$ cat config.mk
export PLATFORM = sky130hd
export DESIGN_NAME = iob_fifo2axis
export DESIGN_NICKNAME = d
export VERILOG_FILES = /design/src/rtl/iob_fifo2axis_pkg.sv /design/src/rtl/iob_fifo2axis_buf.sv /design/src/rtl/iob_fifo2axis.sv
export SDC_FILE = /design/constraint.sdc
export NUM_CORES = 1
export LEC_CHECK = 0
export ABC_CLOCK_PERIOD_IN_PS = 12400
export BUFFER_PORTS_ARGS = -buffer_cell sky130_fd_sc_hd__buf_2
export CORE_ASPECT_RATIO = 0.6
export CORE_MARGIN = 2
export CORE_UTILIZATION = 40
export CTS_BUF_LIST = sky130_fd_sc_hd__clkbuf_8
export DETAILED_ROUTE_END_ITERATION = 8
export GPL_TIMING_DRIVEN = 0
export PLACE_DENSITY = 0.57
export SLEW_MARGIN = 20
export SYNTH_ARGS = -nofsm -noshare
export SYNTH_HDL_FRONTEND = slang
export SYNTH_SLANG_ARGS = --single-unit
$ cat constraint.sdc
create_clock -name clk -period 12.4 [get_ports clk]
set_input_delay 0 -clock clk [delete_from_list [all_inputs] [get_ports clk]]
set_output_delay 0 -clock clk [all_outputs]
set_load 0.01 [all_outputs]
$ cat src/rtl/iob_fifo2axis_pkg.sv
// Shared types and helpers for the FIFO-to-stream drain block.
package iob_fifo2axis_pkg;

    localparam int BUF_DEPTH = 2;

    typedef logic [1:0] occ_t;

    // Occupancy left once this cycle's pop has been taken; gates issuing another read.
    function automatic occ_t occ_after_pop(input occ_t occ, input logic pop);
        return occ - occ_t'(pop);
    endfunction

endpackage

$ cat src/rtl/iob_fifo2axis_buf.sv
// Two-entry register FIFO that absorbs the read latency of the upstream FIFO.
module iob_fifo2axis_buf
    import iob_fifo2axis_pkg::*;
#(
    parameter int DATA_W = 32
) (
    input  logic              clk,
    input  logic              arst_n,
    input  logic              push,
    input  logic [DATA_W-1:0] push_data,
    input  logic              pop,
    output occ_t              count,
    output logic [DATA_W-1:0] head_data,
    output logic              head_valid
);

    logic [DATA_W-1:0] mem [BUF_DEPTH];
    logic              wr_ptr;
    logic              rd_ptr;
    logic              do_push;
    logic              do_pop;

    assign head_valid = (count != '0);
    assign head_data  = mem[rd_ptr];
    assign do_pop     = pop & head_valid;
    // A push into a full buffer is only legal when the head leaves in the same cycle.
    assign do_push    = push & ((count < occ_t'(BUF_DEPTH)) | do_pop);

    always_ff @(posedge clk or negedge arst_n) begin
        if (!arst_n) begin
            mem[0] <= '0;
            mem[1] <= '0;
            wr_ptr <= 1'b0;
            rd_ptr <= 1'b0;
            count  <= '0;
        end else begin
            if (do_push) begin
                mem[wr_ptr] <= push_data;
                wr_ptr      <= ~wr_ptr;
            end
            if (do_pop) begin
                rd_ptr <= ~rd_ptr;
            end
            case ({do_push, do_pop})
                2'b10:   count <= count + occ_t'(1);
                2'b01:   count <= count - occ_t'(1);
                default: count <= count;
            endcase
        end
    end

endmodule

$ cat src/rtl/iob_fifo2axis.sv
// Drains a sync FIFO read port into a valid/ready stream with tlast framing.
module iob_fifo2axis
    import iob_fifo2axis_pkg::*;
#(
    parameter int DATA_W = 32,
    parameter int LEN_W  = 16
) (
    input  logic              clk,
    input  logic              arst_n,
    input  logic              en,
    input  logic [LEN_W-1:0]  len,
    output logic              fifo_r_en,
    input  logic [DATA_W-1:0] fifo_r_data,
    input  logic              fifo_r_empty,
    output logic              axis_tvalid,
    input  logic              axis_tready,
    output logic [DATA_W-1:0] axis_tdata,
    output logic              axis_tlast,
    output logic              frame_done
);

    logic             rd_pend;
    occ_t             buf_count;
    occ_t             occ;
    logic             pop;
    logic [LEN_W-1:0] cnt;
    logic [LEN_W-1:0] len_q;
    logic [LEN_W-1:0] len_eff;

    assign pop = axis_tvalid & axis_tready;
    assign occ = buf_count + occ_t'(rd_pend);

    // Reads are issued only while the buffer plus the in-flight word can still take one more.
    assign fifo_r_en = arst_n & en & ~fifo_r_empty
                     & (occ_after_pop(occ, pop) < occ_t'(BUF_DEPTH));

    always_ff @(posedge clk or negedge arst_n) begin
        if (!arst_n) begin
            rd_pend <= 1'b0;
        end else begin
            rd_pend <= fifo_r_en;
        end
    end

    iob_fifo2axis_buf #(
        .DATA_W (DATA_W)
    ) u_buf (
        .clk        (clk),
        .arst_n     (arst_n),
        .push       (rd_pend),
        .push_data  (fifo_r_data),
        .pop        (pop),
        .count      (buf_count),
        .head_data  (axis_tdata),
        .head_valid (axis_tvalid)
    );

    // The frame length is sampled live until the first beat, then frozen for the frame.
    assign len_eff    = (cnt == '0) ? len : len_q;
    assign axis_tlast = axis_tvalid & (len_eff != '0) & (cnt == len_eff - LEN_W'(1));

    always_ff @(posedge clk or negedge arst_n) begin
        if (!arst_n) begin
            cnt        <= '0;
            len_q      <= '0;
            frame_done <= 1'b0;
        end else begin
            frame_done <= pop & axis_tlast;
            if (pop) begin
                if (cnt == '0) begin
                    len_q <= len;
                end
                if (axis_tlast) begin
                    cnt <= '0;
                end else begin
                    cnt <= cnt + LEN_W'(1);
                end
            end
        end
    end

endmodule

==> summary.txt <==
Status = complete, no violations
Most common cell in the netlist = mux2_2
CTS tree = done
Routed WL per cell = 17.46 microns
First-pass detailed-route iteration total = 5
Hold Path Stages = 2
Clock sinks = 102
Final WS setup = 6.698 ns
Layout cells sized above 1 = 35.17%
Peak Freq = 0.1754 GHz
Port Buffer Count = 87
Max_cap viols = 0
Synth Flop Type = dfrtp_1
Worst slew margin = 33.90%
Core footprint = 0.01375 sq mm
Power per Cell Area = 174.0 mW/mm^2
Largest net degree at the start of global routing = 69
Die width = 157.9 microns
Number of synthesized flops with an enable pin = 0
Ys async rst share = 100.0%
Final Hold Fails = 0
Num rows = 33
Synthesized instance count = 504
DRC errors left = 0
Post-CTS Resized = 0
Synthesized area = 0.005682 sq mm
Setup violators final = 0
GRT Residual Overflow = 0
Worst-path fanout max = 10
Element type at the critical path start = flop
Peak VDD IR = 81.61 uV
Synth area leaders = dfrtp_1 45%, mux2_2 21%, xnor2_1 4.6%
Avg Inst Size Synth = 11.27 sq um
Die height = 96.32 microns
Die area = 0.01520 sq mm
Slew @ Worst Pin = 0.9833 ns
Worst Reg-to-Reg Cells = 17
Initial Util = 41.32%
Post-DR vias/cell = 5.351
Top cell type by total area after synthesis = dfrtp_1
Final critical-path required period = 5.702 ns
Final Non-Filler Cells = 846
Initial detailed-routing violation count = 317
H-Tree Level Count = 3
Number of global-route vias before repair = 4422
N_diodes = 0
Yosys top cell area share = 44.92%
Area grow syn2layout = 24.05%
Min-Delay Path Class = primary input to flop
Clock root buffer = clkbuf_8
Final Wtd Congestion = 0.9292
Routed wire length = 14770 microns
Bufs on Longest Clock Path = 2
Setup crit end kind = output port
Initial antenna violation count = 0
Crit Path Class = flop to output port
Flops & latches, synth = 102
CP arrival = 5.70 ns
DP HPWL = 11020 microns
Worst Path Required = 12.40 ns
Worst Skew = 0.01713 ns
RSZ-0062 raised after global routing = false
Final hold slack = 0.02275 ns
Crit share post-route = 45.99%
Dpl cells = 784
GRT Util Overall = 19.84%
Global-route wire length before repair = 23030 microns
Pre-CTS setup slack = 6.945 ns
Final instance area = 0.007048 sq mm
Setup TNS = 0 ns
Nets = 709
Post-DRT Antenna Nets = 0
Via count = 4527
Post-synth cell types = 56
Fillcell total = 1250
CTS Buf Count = 9
Commonest cells post-synth = 108 x mux2_2, 102 x dfrtp_1, 33 x nor2_1
Sequential area share after synthesis = 44.92%
Setup bufs post-CTS = 0
P_leak = 3.145 nW
Worst-Skew Late Latency = 0.37 ns
Placed Area = 0.006397 sq mm
I/O Pins = 89
Clk pin slew, worst setup/hold paths = 0.11 ns
Post-Syn Nets = 563
Final Max Tran Viols = 0
Synth Warn # = 0
[metrics by stage]
stage | utilization [%] | power, mW
2_1_floorplan | - | 0.8483
3_3_place_gp | 46.24 | 0.9945
3_5_place_dp | 46.53 | 1.022
4_1_cts | 51.26 | 1.240
5_1_grt | 51.26 | 1.308
6_report | 51.26 | 1.227
[final timing paths]
kind / start / endpoint / slack (ns)
hold / removal: len[6] / len_q[6] / 0.02
min in group asynchronous: arst_n / len_q[12] / 0.08
setup reg to reg: cnt[0] / cnt[14] / 6.83
hold reg to reg: u_buf.wr_ptr / u_buf.wr_ptr / 0.50
setup / recovery: cnt[0] / axis_tlast / 6.70
max in group asynchronous: arst_n / cnt[8] / 11.66
[per-layer routing]
metal	GRT usage (%)	wire length [microns]
met4	4.394	64
met2	28.44	6247
met1	30.64	7415
met3	3.782	1045
met5	0	0
[final cells by class]
cell class / count / area, sq um / share of cell area [%]
inverter: 12 / 45.04 / 0.6391
clock buffer: 9 / 123.9 / 1.758
tap: 192 / 240.2 / 3.408
clock inverter: 6 / 56.30 / 0.7989
sequential: 102 / 2552 / 36.22
multi-input combinational: 363 / 2964 / 42.06
timing repair buffer: 135 / 939.7 / 13.33
buffer: 27 / 126.4 / 1.793
[state kept, by name, indices dropped and copies added (netlist names)]
register and count:
len_q 16, u_buf.wr_ptr 1, u_buf.mem 64, cnt 16, u_buf.rd_ptr 1, u_buf.count 2, frame_done 1, rd_pend 1
[report_power, final]
| part | switching [mW] | internal (mW) | leakage (nW) |
|---|---|---|---|
| Clock | 0.126 | 0.0759 | 0.0893 |
| Sequential | 0.0664 | 0.446 | 1.29 |
| Combinational | 0.242 | 0.270 | 1.77 |
[cell families (layout without fill, tap and decap cells)]
kind of cell | after synthesis | after routing | synth area share (%)
flip-flops | 102 | 102 | 44.92
multiplexers | 117 | 117 | 22.99
AND/OR/NAND/NOR | 144 | 144 | 14.12
AO/OA/AOI/OAI | 54 | 54 | 6.628
XOR/XNOR | 42 | 42 | 7.003
buffers and inverters | 39 | 189 | 3.017
adder cells (fa/ha/maj) | 6 | 6 | 1.321
[critical path, stage by stage, from the launching register on]
cell       delay (ns)
dfrtp_1          0.47
inv_1            0.13
ha_1             0.21
or4b_4           0.49
nor4_4           0.76
buf_4            0.33
mux2i_1          0.30
ha_1             0.39
xor3_1           0.47
a2111oi_0        0.48
mux2i_1          0.14
nor4_1           0.30
o2111ai_1        0.17
nor3_2           0.26
and3_1           0.28
buf_2            0.16
[cells in the final DEF, fill, tap and decap left out, drive strengths merged, types with 2 or more instances in the layout]
master	instances
mux2	108
dfrtp	102
buf	97
dlygate4sd3	47
nor2	33
xnor2	30
clkbuf	27
nand2	20
nor3	18
o21ai	17
inv	14
nor4	14
nand4	11
nand3	10
xor2	10
mux2i	9
or3	8
or4	8
a211oi	7
a21oi	6
ha	6
and3	5
a41oi	4
o2111ai	4
nor3b	3
and4	3
nor2b	3
clkinv	3
a21o	2
or2	2
o21a	2
xor3	2
o31ai	2
[repair_timing]
item,in CTS,in global routing
endpoints found under the hold margin,179,0
endpoints found under the setup margin,0,0
hold buffers,47,0
Note: power is estimated with default switching activity, not from simulation.
